===== src/rtl/tetris_sequencer.sv =====
// Game controller for the Tetris row array: spawn, gravity fall, lock and line clear.
// Optional soft drop is enabled by defining TETRIS_SOFT_DROP_EN (adds i_drop).
module tetris_sequencer #(
    parameter int ROWS        = 20,
    parameter int FALL_PERIOD = 25000000,
    parameter int CNT_W       = 16
) (
    input  logic                                  i_clk,
    input  logic                                  i_reset,
    input  logic                                  i_start,
    input  logic                                  i_stop_any,
    input  logic                                  i_endgame_any,
    input  logic [ROWS-1:0]                       i_row_full,
`ifdef TETRIS_SOFT_DROP_EN
    input  logic                                  i_drop,
`endif
    output logic [2:0]                            o_state,
    output logic [((ROWS > 1) ? $clog2(ROWS) : 1)-1:0] o_shift_row,
    output logic                                  o_busy,
    output logic                                  o_game_over,
    output logic [CNT_W-1:0]                      o_lines,
    output logic [CNT_W-1:0]                      o_pieces
);
    // state     | meaning
    // IDLE      | waiting for the first start
    // SPAWN     | add command, new piece enters
    // SPAWN_CHK | rows report endgame from the spawn
    // FALL      | gravity timer running
    // MOVE      | move command, piece steps down
    // MOVE_CHK  | rows report whether the piece stopped
    // WRITE     | write command, piece locks into rows
    // CLR_WAIT  | lets row_full settle
    // CLR_CHK   | pick bottom-most full row or spawn next
    // SHIFT     | shift command, clear one full row
    // OVER      | game ended, waiting for start
    localparam int RW = (ROWS > 1) ? $clog2(ROWS) : 1;
    localparam int FW = $clog2(FALL_PERIOD);
    localparam logic [FW-1:0] FULL_THR = FW'(FALL_PERIOD - 1);

    localparam logic [2:0] PH_CHECK = 3'b000;
    localparam logic [2:0] PH_MOVE  = 3'b001;
    localparam logic [2:0] PH_WRITE = 3'b010;
    localparam logic [2:0] PH_SHIFT = 3'b011;
    localparam logic [2:0] PH_ADD   = 3'b100;

    typedef enum logic [3:0] {
        S_IDLE, S_SPAWN, S_SPAWN_CHK, S_FALL, S_MOVE, S_MOVE_CHK,
        S_WRITE, S_CLR_WAIT, S_CLR_CHK, S_SHIFT, S_OVER
    } state_t;

    state_t           r_fsm;
    logic [2:0]       r_phase;
    logic [RW-1:0]    r_shift_row;
    logic             r_busy;
    logic             r_over;
    logic [CNT_W-1:0] r_lines;
    logic [CNT_W-1:0] r_pieces;
    logic [FW-1:0]    r_fall_cnt;
    logic [FW-1:0]    w_thr;
    logic [RW-1:0]    w_full_idx;

`ifdef TETRIS_SOFT_DROP_EN
    localparam logic [FW-1:0] DROP_THR = FW'((FALL_PERIOD >> 3) - 1);
    assign w_thr = i_drop ? DROP_THR : FULL_THR;
`else
    assign w_thr = FULL_THR;
`endif

    // Highest set index wins: the bottom-most full row is cleared first.
    always_comb begin
        w_full_idx = '0;
        for (int i = 0; i < ROWS; i++) begin
            if (i_row_full[i]) w_full_idx = RW'(i);
        end
    end

    always_ff @(posedge i_clk or negedge i_reset) begin
        if (!i_reset) begin
            r_fsm       <= S_IDLE;
            r_phase     <= PH_CHECK;
            r_shift_row <= '0;
            r_busy      <= 1'b0;
            r_over      <= 1'b0;
            r_lines     <= '0;
            r_pieces    <= '0;
            r_fall_cnt  <= '0;
        end else begin
            case (r_fsm)
                S_IDLE, S_OVER: begin
                    if (i_start) begin
                        r_fsm    <= S_SPAWN;
                        r_phase  <= PH_ADD;
                        r_busy   <= 1'b1;
                        r_over   <= 1'b0;
                        r_lines  <= '0;
                        r_pieces <= '0;
                    end
                end
                S_SPAWN: begin
                    if (r_pieces != '1) r_pieces <= r_pieces + 1'b1;
                    r_fsm   <= S_SPAWN_CHK;
                    r_phase <= PH_CHECK;
                end
                S_SPAWN_CHK: begin
                    if (i_endgame_any) begin
                        r_fsm  <= S_OVER;
                        r_busy <= 1'b0;
                        r_over <= 1'b1;
                    end else begin
                        r_fsm      <= S_FALL;
                        r_fall_cnt <= '0;
                    end
                end
                S_FALL: begin
                    // >= so a soft drop raised late still exits on the next cycle
                    if (r_fall_cnt >= w_thr) begin
                        r_fsm      <= S_MOVE;
                        r_phase    <= PH_MOVE;
                        r_fall_cnt <= '0;
                    end else begin
                        r_fall_cnt <= r_fall_cnt + 1'b1;
                    end
                end
                S_MOVE: begin
                    r_fsm   <= S_MOVE_CHK;
                    r_phase <= PH_CHECK;
                end
                S_MOVE_CHK: begin
                    if (i_stop_any) begin
                        r_fsm   <= S_WRITE;
                        r_phase <= PH_WRITE;
                    end else begin
                        r_fsm      <= S_FALL;
                        r_fall_cnt <= '0;
                    end
                end
                S_WRITE: begin
                    r_fsm   <= S_CLR_WAIT;
                    r_phase <= PH_CHECK;
                end
                S_CLR_WAIT: r_fsm <= S_CLR_CHK;
                S_CLR_CHK: begin
                    if (|i_row_full) begin
                        r_fsm       <= S_SHIFT;
                        r_phase     <= PH_SHIFT;
                        r_shift_row <= w_full_idx;
                    end else begin
                        r_fsm   <= S_SPAWN;
                        r_phase <= PH_ADD;
                    end
                end
                S_SHIFT: begin
                    if (r_lines != '1) r_lines <= r_lines + 1'b1;
                    r_fsm   <= S_CLR_WAIT;
                    r_phase <= PH_CHECK;
                end
                default: begin
                    r_fsm   <= S_IDLE;
                    r_phase <= PH_CHECK;
                    r_busy  <= 1'b0;
                    r_over  <= 1'b0;
                end
            endcase
        end
    end

    assign o_state     = r_phase;
    assign o_shift_row = r_shift_row;
    assign o_busy      = r_busy;
    assign o_game_over = r_over;
    assign o_lines     = r_lines;
    assign o_pieces    = r_pieces;
endmodule


===== config.mk =====
export PLATFORM = sky130hd
export DESIGN_NAME = tetris_sequencer
export DESIGN_NICKNAME = d
export VERILOG_FILES = /design/src/rtl/tetris_sequencer.sv
export SDC_FILE = /design/constraint.sdc
export NUM_CORES = 1
export LEC_CHECK = 0
export BUFFER_PORTS_ARGS = -buffer_cell sky130_fd_sc_hd__buf_2
export CORE_MARGIN = 2
export CORE_UTILIZATION = 40
export CTS_CLUSTER_SIZE = 24
export DETAILED_ROUTE_END_ITERATION = 16
export SYNTH_ARGS = -nofsm -noshare
export SYNTH_HDL_FRONTEND = slang
export SYNTH_SLANG_ARGS = --single-unit

===== constraint.sdc =====
create_clock -name i_clk -period 4.7 [get_ports i_clk]
set_input_delay 0.235 -clock i_clk [delete_from_list [all_inputs] [get_ports i_clk]]
set_output_delay 0.235 -clock i_clk [all_outputs]
set_load 0.005 [all_outputs]

==> results of run 1 <==
==> power by group through the flow <==
stage	sequential [W]	clock, W	combinational (W)
after floorplan	0.000834	0	0.000494
after global placement	0.000900	0	0.000634
after detailed placement	0.000904	0	0.000645
after CTS	0.000894	0.000465	0.000647
after global routing	0.000920	0.000496	0.000721
final	0.000895	0.000445	0.000637
==> per-stage QoR <==
stage / cell area (um2) / setup WS [ps] / total power [W] / cells / hold slack [ps]
2_1_floorplan: 3990 / 2660 / 0.00133 / 443 / -60.6
3_3_place_gp: 4430 / 2190 / 0.00153 / 626 / 247
3_5_place_dp: 4430 / 2140 / 0.00155 / 626 / 255
4_1_cts: 4610 / 2140 / 0.00200 / 642 / 189
5_1_grt: 4610 / 1920 / 0.00214 / 642 / 205
6_report: 4610 / 2110 / 0.00198 / 642 / 206
==> cell usage after synthesis (3+ instances only) <==
master / number
o21ai_0: 16
and3_1: 7
a21oi_1: 10
and4_1: 3
or4_1: 4
a32o_1: 3
nand4_1: 11
xor2_1: 26
o31ai_1: 4
nor3_1: 16
nand2b_1: 6
nor4_1: 9
buf_2: 7
a31oi_1: 3
clkbuf_1: 10
ha_1: 3
nor2_1: 68
dfrtp_1: 71
nor2b_1: 3
nand3_1: 29
and2_1: 6
inv_1: 11
xnor2_1: 20
nand2_1: 45
o311ai_0: 3
or3_1: 3
==> worst max-delay path by stage <==
stage                     start          end  cells after the start
CTS                 o_pieces[3]  o_pieces[3]                      6
floorplan            o_lines[0]  o_lines[12]                      8
global placement    o_pieces[3]  o_pieces[3]                      6
detailed placement  o_pieces[3]  o_pieces[3]                      6
finish              o_pieces[3]  o_pieces[3]                      6
global route        o_pieces[4]  o_pieces[3]                      6
==> worst max-delay path: cells and delay by family (launching register included) <==
family | cells | cell delay (ps)
compound gates | 2 | 1260
simple gates | 3 | 560
flops | 1 | 430
xor+xnor | 1 | 190
==> cells by family after synthesis <==
| group | synth area share (%) |
|---|---|
| and+or+nand+nor | 29.5 |
| DFF | 44.5 |
| AOI/OAI and AO/OA | 10.7 |
| xor gates and xnor gates | 10.1 |
| buffers and inverters | 3.04 |
| muxes | 1.16 |
| adders and majority gates | 0.940 |
==> sequential cells by signal, summed over array words and instances, names as in the netlist <==
register / cells
r_fsm: 4
o_shift_row: 5
o_state: 3
o_busy: 1
r_fall_cnt: 25
o_game_over: 1
o_pieces: 16
o_lines: 16
==> cells in the final DEF (no fill, tap or decap), drive strengths merged, types with 3 or more instances in the layout <==
cell    netlist  final
a21oi        11     11
nand2        45     45
nand2b        6      6
nor4         12     12
and3          8      8
o31ai         4      4
or4           5      5
a32o          3      3
or3           3      3
a31oi         3      3
xnor2        20     20
nor3         17     17
nor2b         4      4
and2          6      6
ha            3      3
o311ai        3      3
buf           8     68
and4          3      3
xor2         26     26
clkbuf       10     15
inv          11     11
nand3        29     29
dfrtp        71     71
nor2         70     70
o21ai        17     17
nand4        12     12
==> timing repair <==
item	4_1_cts	5_1_grt
hold buffers	1	0
resized for setup	0	0
endpoints found under the hold margin	23	0
==> final cells by class <==
type / count / area [um2]
clock buffer: 15 / 176
fill: 965 / 5120
inverter: 11 / 41.3
multi-input combinational: 343 / 2100
sequential: 71 / 1780
tap: 133 / 166
timing repair buffer: 69 / 355
==> metal layers <==
layer | routed length (um) | vias up | track usage [%] | part of all wire (%)
met1 | 4190 | 1656 | 23.6 | 46
met4 | 110 | 2 | 5.21 | 1.2
met3 | 369 | 19 | 5.08 | 4.1
met5 | 13 | - | 0 | 0.14
li1 | - | 1681 | - | -
met2 | 4420 | 63 | 29.3 | 49
==> results.yml, run 1 <==
power:
  ir_drop_mv: 0.164
  p_per_area_mw_per_mm2: 429
  p_sw_share_pct: 37.8
  cellLeakagePower_nw: 2.14
  clkPwrFrac_pct: 22.5
  p_int_w: 0.00123
  power_frac_seq_pct: 45.2
  power.switching_w: 0.000747
  p_comb_share_pct: 32.2
synthesis:
  yosys.area.top_type: "dfrtp_1"
  ys.flop_type: "dfrtp_1"
  ys_ff_latch: 71
  syn-num-nets: 471
  syn_area_per_cell_um2: 9.02
  synth.top_cell.area_share_pct: 44.5
  ys_async_sr_fraction_pct: 100
  synth_cells: 443
  ys_warn_count: 0
  ys_seq_area_share_pct: 44.5
  synthTopCellsByArea: "dfrtp_1 (44%), nor2_1 (6.4%), xor2_1 (5.7%)"
  yosysUniqueCellTypes: 62
  synth_area_mm2: 0.00399
  synth_edf_count: 0
critical_path:
  slowest_stage: "o31ai_1"
  worstSetupEndpointType: "register"
  critPathLaunchType: "register"
  cp.required_ps: 4890
  r2r_start: "o_pieces[3]"
  r2r_end: "o_pieces[3]"
  crit_fanout: 11
  crit_path_cell_trace: "and4_1, nand4_2, o31ai_1, a21oi_1, xnor2_1, nor2_1"
  max_stage_delay_ps: 1020
  crit_arrival_ps: 2780
  path_class: "reg -> reg"
  rrSetupSlack_ps: 2110
  reg2reg_depth: 6
flow_run:
  maxCapViolations: 0
layout:
  layout.nets: 533
  drive_gt1_share_pct: 19.1
  syn2layout_area_growth_pct: 15.5
  antenna_cells: 0
  finish.utilization_pct: 47.4
timing:
  fin_skew_ps: 9.75
  hold_violations: 0
  fin_setup_tns_ps: 0
  fmax_mhz: 385
  setup_viol: 0
  max_slew.worst_pin.slew_ps: 1170
  fin_crit_ps: 2590
  slew_violations: 0
  relSlewSlack_pct: 21.1
  rsz0062_at_grt: "false"
  finalCritPeriodShare_pct: 55.2
global_route:
  grt_max_degree: 49
  grt_usage_pct: 18.0
  grt_pass1_wl_mm: 16.1
  antenna_found_initial: 1
  first_global_vias: 3346
  grt-ovfl-total: 0
detailed_routing:
  drc: 0
  ant_nets: 0
  totalWireLength_mm: 9.11
  routedWlPerCell_um: 14.2
  first_pass_iters: 4
  vias_per_cell: 5.33
  via_count: 3421
  drtIter0Drc: 201
clock_tree:
  numClockSinks: 71
  cts_made_buffers: 9
  cts_setup_buffers: 0
  ctsLongestPathBuffers: 2
  cts-root-buf: "clkbuf_8"
  clock_latency_ps: 340
  cts_max_level: 3
  tritoncts: "done"
  cts.reportedPaths.clkPinSlew_ps: 70
placement:
  gp_congestion: 0.811
  port_buffers: 66
  hpwl_mm: 6.59
outcome:
  run_status: "finished clean"
floorplan:
  core_mm2: 0.00973
  rows: 36
  design.die.area_mm2: 0.0108
  die_h_um: 104
  num_io_pins: 67
  die_w_um: 104
  initial_utilization_pct: 41.0
min_path:
  worstHoldPathCells: 3
  hold_class: "in -> reg"
  min-delay-start: "i_row_full[19]"
  min_delay_worst_endpoint: "o_shift_row[1]"
(Power assumes the default switching activity.)
==> run 2, diff against run 1 <==
==> constraint.sdc (replaced) <==
create_clock -name i_clk -period 2.3 [get_ports i_clk]
set_input_delay 0.115 -clock i_clk [delete_from_list [all_inputs] [get_ports i_clk]]
set_output_delay 0.115 -clock i_clk [all_outputs]
set_load 0.005 [all_outputs]
==> run 2 against run 1 <==
  * Non-clock buffer count rose by 22
  * Combinational power rose by 140%
  * Sequential power rose by 97%
  * Worst hold slack got worse by 130 ps
  * Setup slack got worse by 2000 ps
  * First-iteration DRC count fell by 18%
==> results.yml, run 2 (synthesis gave the netlist of run 1 again) <==
outcome:
  run_status: "finished clean"
min_path:
  hold_class: "in -> reg"
  min-delay-start: "i_row_full[17]"
  worstHoldPathCells: 4
  min_delay_worst_endpoint: "o_shift_row[1]"
placement:
  gp_congestion: 0.831
  hpwl_mm: 6.90
  port_buffers: 66
  place_ws_ps: 173
timing:
  fin_ws_ps: 134
  rsz0062_at_grt: "false"
  fmax_mhz: 462
  fin_crit_ps: 2170
  fin_skew_ps: 10.6
  fin_setup_tns_ps: 0
  slew_violations: 0
  setup_viol: 0
  relSlewSlack_pct: 60.6
  finalCritPeriodShare_pct: 94.2
  max_slew.worst_pin.slew_ps: 585
  hold_violations: 0
layout:
  antenna_cells: 0
  layout_common_cells: "dfrtp_1 (71), nor2_1 (68), buf_2 (66)"
  largest_reg_flops: 25
  layout.nets: 555
  final.fill_count: 946
  top_register: "r_fall_cnt"
  final_common_cell: "dfrtp_1"
  syn2layout_area_growth_pct: 21.1
  finish.utilization_pct: 49.7
  drive_gt1_share_pct: 22.7
clock_tree:
  cts.reportedPaths.clkPinSlew_ps: 80
  numClockSinks: 71
  cts_max_level: 3
  clock_latency_ps: 350
  tritoncts: "done"
  cts_resized: 0
  cts-root-buf: "clkbuf_8"
  cts_made_buffers: 9
  ctsLongestPathBuffers: 2
critical_path:
  crit_arrival_ps: 2460
  crit_fanout: 7
  worstSetupEndpointType: "register"
  critPathLaunchType: "register"
  crit_path_cell_trace: "ha_1, and2_1, and3_1, a21oi_2, nand4_1, or4_1, nand2_1"
  slowest_stage: "dfrtp_1"
  r2r_start: "o_lines[0]"
  max_stage_delay_ps: 430
  path_class: "reg -> reg"
  rrSetupSlack_ps: 130
  reg2reg_depth: 7
  r2r_end: "o_lines[12]"
  startpoint: "o_lines[0]"
  cp.required_ps: 2600
global_route:
  grt_max_degree: 37
  grt_usage_pct: 18.0
  grt_pass1_wl_mm: 15.9
  antenna_found_initial: 0
  grt-ovfl-total: 0
  first_global_vias: 3321
detailed_routing:
  vias_per_cell: 5.13
  first_pass_iters: 4
  via_count: 3413
  drtIter0Drc: 164
  totalWireLength_mm: 9.25
  drc: 0
  routedWlPerCell_um: 13.9
  ant_nets: 0
power:
  p_per_area_mw_per_mm2: 917
  ir_drop_mv: 0.476
  finalPower_w: 0.00444
  cellLeakagePower_nw: 2.28
flow_run:
  maxCapViolations: 0
floorplan:
  rows: 36
  core_mm2: 0.00973
  die_w_um: 104
  initial_utilization_pct: 41.0
  design.die.area_mm2: 0.0108
  num_io_pins: 67
  die_h_um: 104
[run 2: cell count changes in the layout (fill, tap and decap cells not counted)]
cell       previous run  this run
buf_12                0         1
buf_4                 2        23
clkinv_2              0         1
clkbuf_1              3         2
clkbuf_8             12        11
bufinv_16             0         2
[run 2: how the worst max path moves through the flow]
stage | end | slack, ps | cells after the start
finish | o_lines[12] | 130 | 7
global placement | o_lines[12] | 270 | 7
CTS | o_lines[12] | 150 | 7
global route | o_lines[12] | 20 | 7
floorplan | o_lines[12] | 260 | 8
detailed placement | o_lines[12] | 170 | 7
[run 2: what timing repair did]
action / CTS / global route
setup endpoints to repair: 0 / 0
hold buffers: 1 / 0
hold endpoints to repair: 14 / 0
buffers inserted: 0 / 0
[run 2: area by class of cell]
type,instances,area [um2],share of cell area (%)
multi-input combinational,343,2100,43.3
sequential,71,1780,36.7
timing repair buffer,91,533,11.0
tap,133,166,3.44
clock buffer,13,159,3.29
clock inverter,3,65.1,1.35
inverter,11,41.3,0.854
[run 2: power by group]
group | leakage [nW] | switching (W) | total, W | internal (W)
clock | 0.114 | 0.000467 | 0.00114 | 0.000670
combinational | 1.20 | 0.000858 | 0.00154 | 0.000686
sequential | 0.962 | 0.000275 | 0.00176 | 0.00148
total | 2.28 | 0.00160 | 0.00444 | 0.00284
[run 2: stage by stage]
stage | hold WS, ps | area (um2) | instances
2_1_floorplan | -181 | 3990 | 443
3_5_place_dp | 62.3 | 4600 | 648
6_report | 72.5 | 4840 | 665
4_1_cts | 56.9 | 4840 | 665
3_3_place_gp | 58.0 | 4600 | 648
5_1_grt | 74.3 | 4840 | 665
[run 2: metal layers]
metal / GRT usage [%] / wire length, um / vias up
met5: 0 / 0 / -
li1: - / - / 1718
met4: 5.41 / 78 / 0
met3: 4.64 / 328 / 8
met1: 22.9 / 4270 / 1638
met2: 30.2 / 4570 / 49
[run 2: critical path: cells and delay by family, from the launching register on]
family / cells / cell delay [ps]
simple gates: 5 / 1160
flops: 1 / 430
compound gates: 1 / 290
fa+ha+maj: 1 / 230
==> run 3, diff against run 2 <==
==> constraint.sdc (replaced) <==
create_clock -name i_clk -period 2.3 [get_ports i_clk]
set_input_delay 0 -clock i_clk [delete_from_list [all_inputs] [get_ports i_clk]]
set_output_delay 0 -clock i_clk [all_outputs]
set_load 0.005 [all_outputs]
==> run 3 against run 2 <==
  * Power up 0.95%
  * Worst hold slack lost 0.62 ps
  * First-iteration DRC count increased by 41%
  * Fmax is 2.2% higher
  * Die area is the same
  * Sequential power is essentially flat
  * Combinational power grew 3%
  * Critical endpoint unchanged
  * Largest cell class unchanged
  * Highest routed layer unchanged
==> results.yml, run 3 (synthesis gave the netlist of run 1 again) <==
floorplan:
  rows: 36
  design.die.area_mm2: 0.0108
  num_io_pins: 67
  die_h_um: 104
  core_mm2: 0.00973
  die_w_um: 104
  initial_utilization_pct: 41.0
power:
  p_sw_share_pct: 36.9
  cellLeakagePower_nw: 2.31
  p_per_area_mw_per_mm2: 907
  power_frac_seq_pct: 39.4
  clkPwrFrac_pct: 25.0
  p_comb_share_pct: 35.6
  power.switching_w: 0.00165
  ir_drop_mv: 0.439
  p_int_w: 0.00283
critical_path:
  path_class: "reg -> reg"
  crit_arrival_ps: 2440
  critPathLaunchType: "register"
  cp.required_ps: 2620
  max_stage_delay_ps: 430
  worstSetupEndpointType: "register"
  crit_path_cell_trace: "ha_1, and2_1, and3_1, a21oi_2, nand4_1, or4_1, nand2_1"
  crit_fanout: 7
  slowest_stage: "or4_1"
timing:
  relSlewSlack_pct: 60.1
  fin_skew_ps: 8.88
  fin_crit_ps: 2120
  finalCritPeriodShare_pct: 92.1
  max_slew.worst_pin.slew_ps: 592
  fmax_mhz: 472
  slew_violations: 0
  fin_setup_tns_ps: 0
  rsz0062_at_grt: "false"
  hold_violations: 0
  setup_viol: 0
detailed_routing:
  drc: 0
  via_count: 3505
  vias_per_cell: 5.20
  ant_nets: 0
  drtIter0Drc: 232
  routedWlPerCell_um: 13.9
  first_pass_iters: 4
  totalWireLength_mm: 9.39
clock_tree:
  cts.reportedPaths.clkPinSlew_ps: 90
  cts_max_level: 3
  cts_resized: 0
  cts_setup_buffers: 0
  ctsLongestPathBuffers: 2
  cts-root-buf: "clkbuf_8"
  cts_made_buffers: 9
  tritoncts: "done"
  clock_latency_ps: 360
  numClockSinks: 71
layout:
  drive_gt1_share_pct: 22.6
  syn2layout_area_growth_pct: 23.7
  layout.nets: 564
  largest_reg_flops: 25
  final_common_cell: "dfrtp_1"
  top_register: "r_fall_cnt"
  finish.utilization_pct: 50.8
  layout_common_cells: "dfrtp_1 (71), nor2_1 (68), buf_2 (66)"
  antenna_cells: 0
flow_run:
  maxCapViolations: 0
placement:
  hpwl_mm: 6.76
  port_buffers: 66
  gp_congestion: 0.837
global_route:
  grt_pass1_wl_mm: 16.5
  grt_usage_pct: 18.7
  antenna_found_initial: 0
  grt_max_degree: 72
  grt-ovfl-total: 0
  first_global_vias: 3559
outcome:
  run_status: "finished clean"
min_path:
  hold_class: "in -> reg"
[run 3: final cells by class]
class | instances | area (um2)
fillers | 959 | 4790
multi-input cells | 343 | 2100
flip-flops and latches | 71 | 1780
repair buffers | 100 | 638
well taps | 133 | 166
clock buffers | 9 | 124
clock inverters | 7 | 96.3
inverters | 11 | 41.3
[run 3: power groups by stage]
| stage | clock, W | combinational (W) | sequential, W |
|---|---|---|---|
| 4_1_cts | 0.00116 | 0.00162 | 0.00177 |
| 3_3_place_gp | 0 | 0.00157 | 0.00178 |
| 2_1_floorplan | 0 | 0.00101 | 0.00170 |
| 6_report | 0.00112 | 0.00159 | 0.00177 |
| 3_5_place_dp | 0 | 0.00160 | 0.00179 |
| 5_1_grt | 0.00122 | 0.00180 | 0.00180 |
[run 3: path summary, 6_finish.rpt]
check / slack, ps / startpoint / cells after the start / to
worst min register to register: 480 / o_busy / 2 / o_busy
worst max-delay path: 180 / o_lines[0] / 7 / o_lines[12]
max in group asynchronous: 1800 / i_reset / 3 / o_pieces[15]
min in group asynchronous: 200 / i_reset / 3 / r_fall_cnt[2]
worst min-delay path: 70 / i_stop_any / 4 / o_state[1]
worst max register to register: 180 / o_lines[0] / 7 / o_lines[12]
[run 3: stage by stage]
step	std cells	total power (W)	hold WS [ps]	cell area (um2)	worst slack [ps]
after floorplan	443	0.00271	-296	3990	255
after global placement	647	0.00335	57.8	4610	268
after detailed placement	647	0.00339	58.8	4610	197
after CTS	674	0.00454	57.5	4940	186
after global routing	674	0.00482	69.1	4940	20.9
final	674	0.00448	71.8	4940	181
[run 3: what timing repair did]
item | in CTS | in global routing
hold buffers | 11 | 0
endpoints found under the hold margin | 77 | 0
setup endpoints to repair | 0 | 0
[run 3: worst max-delay path: cells and delay by family, from the launching register on]
family / cells / cell delay [ps]
flip-flops: 1 / 420
AO/OA/AOI/OAI: 1 / 280
adder cells (fa/ha/maj): 1 / 230
AND/OR/NAND/NOR: 5 / 1160
[run 3: per-layer routing]
metal	up-vias	GRT usage, %	routed length, um
li1	1753	-	-
met1	1698	23.4	4340
met2	48	31.0	4600
met3	6	5.58	361
met4	0	6.08	88
met5	-	0	0
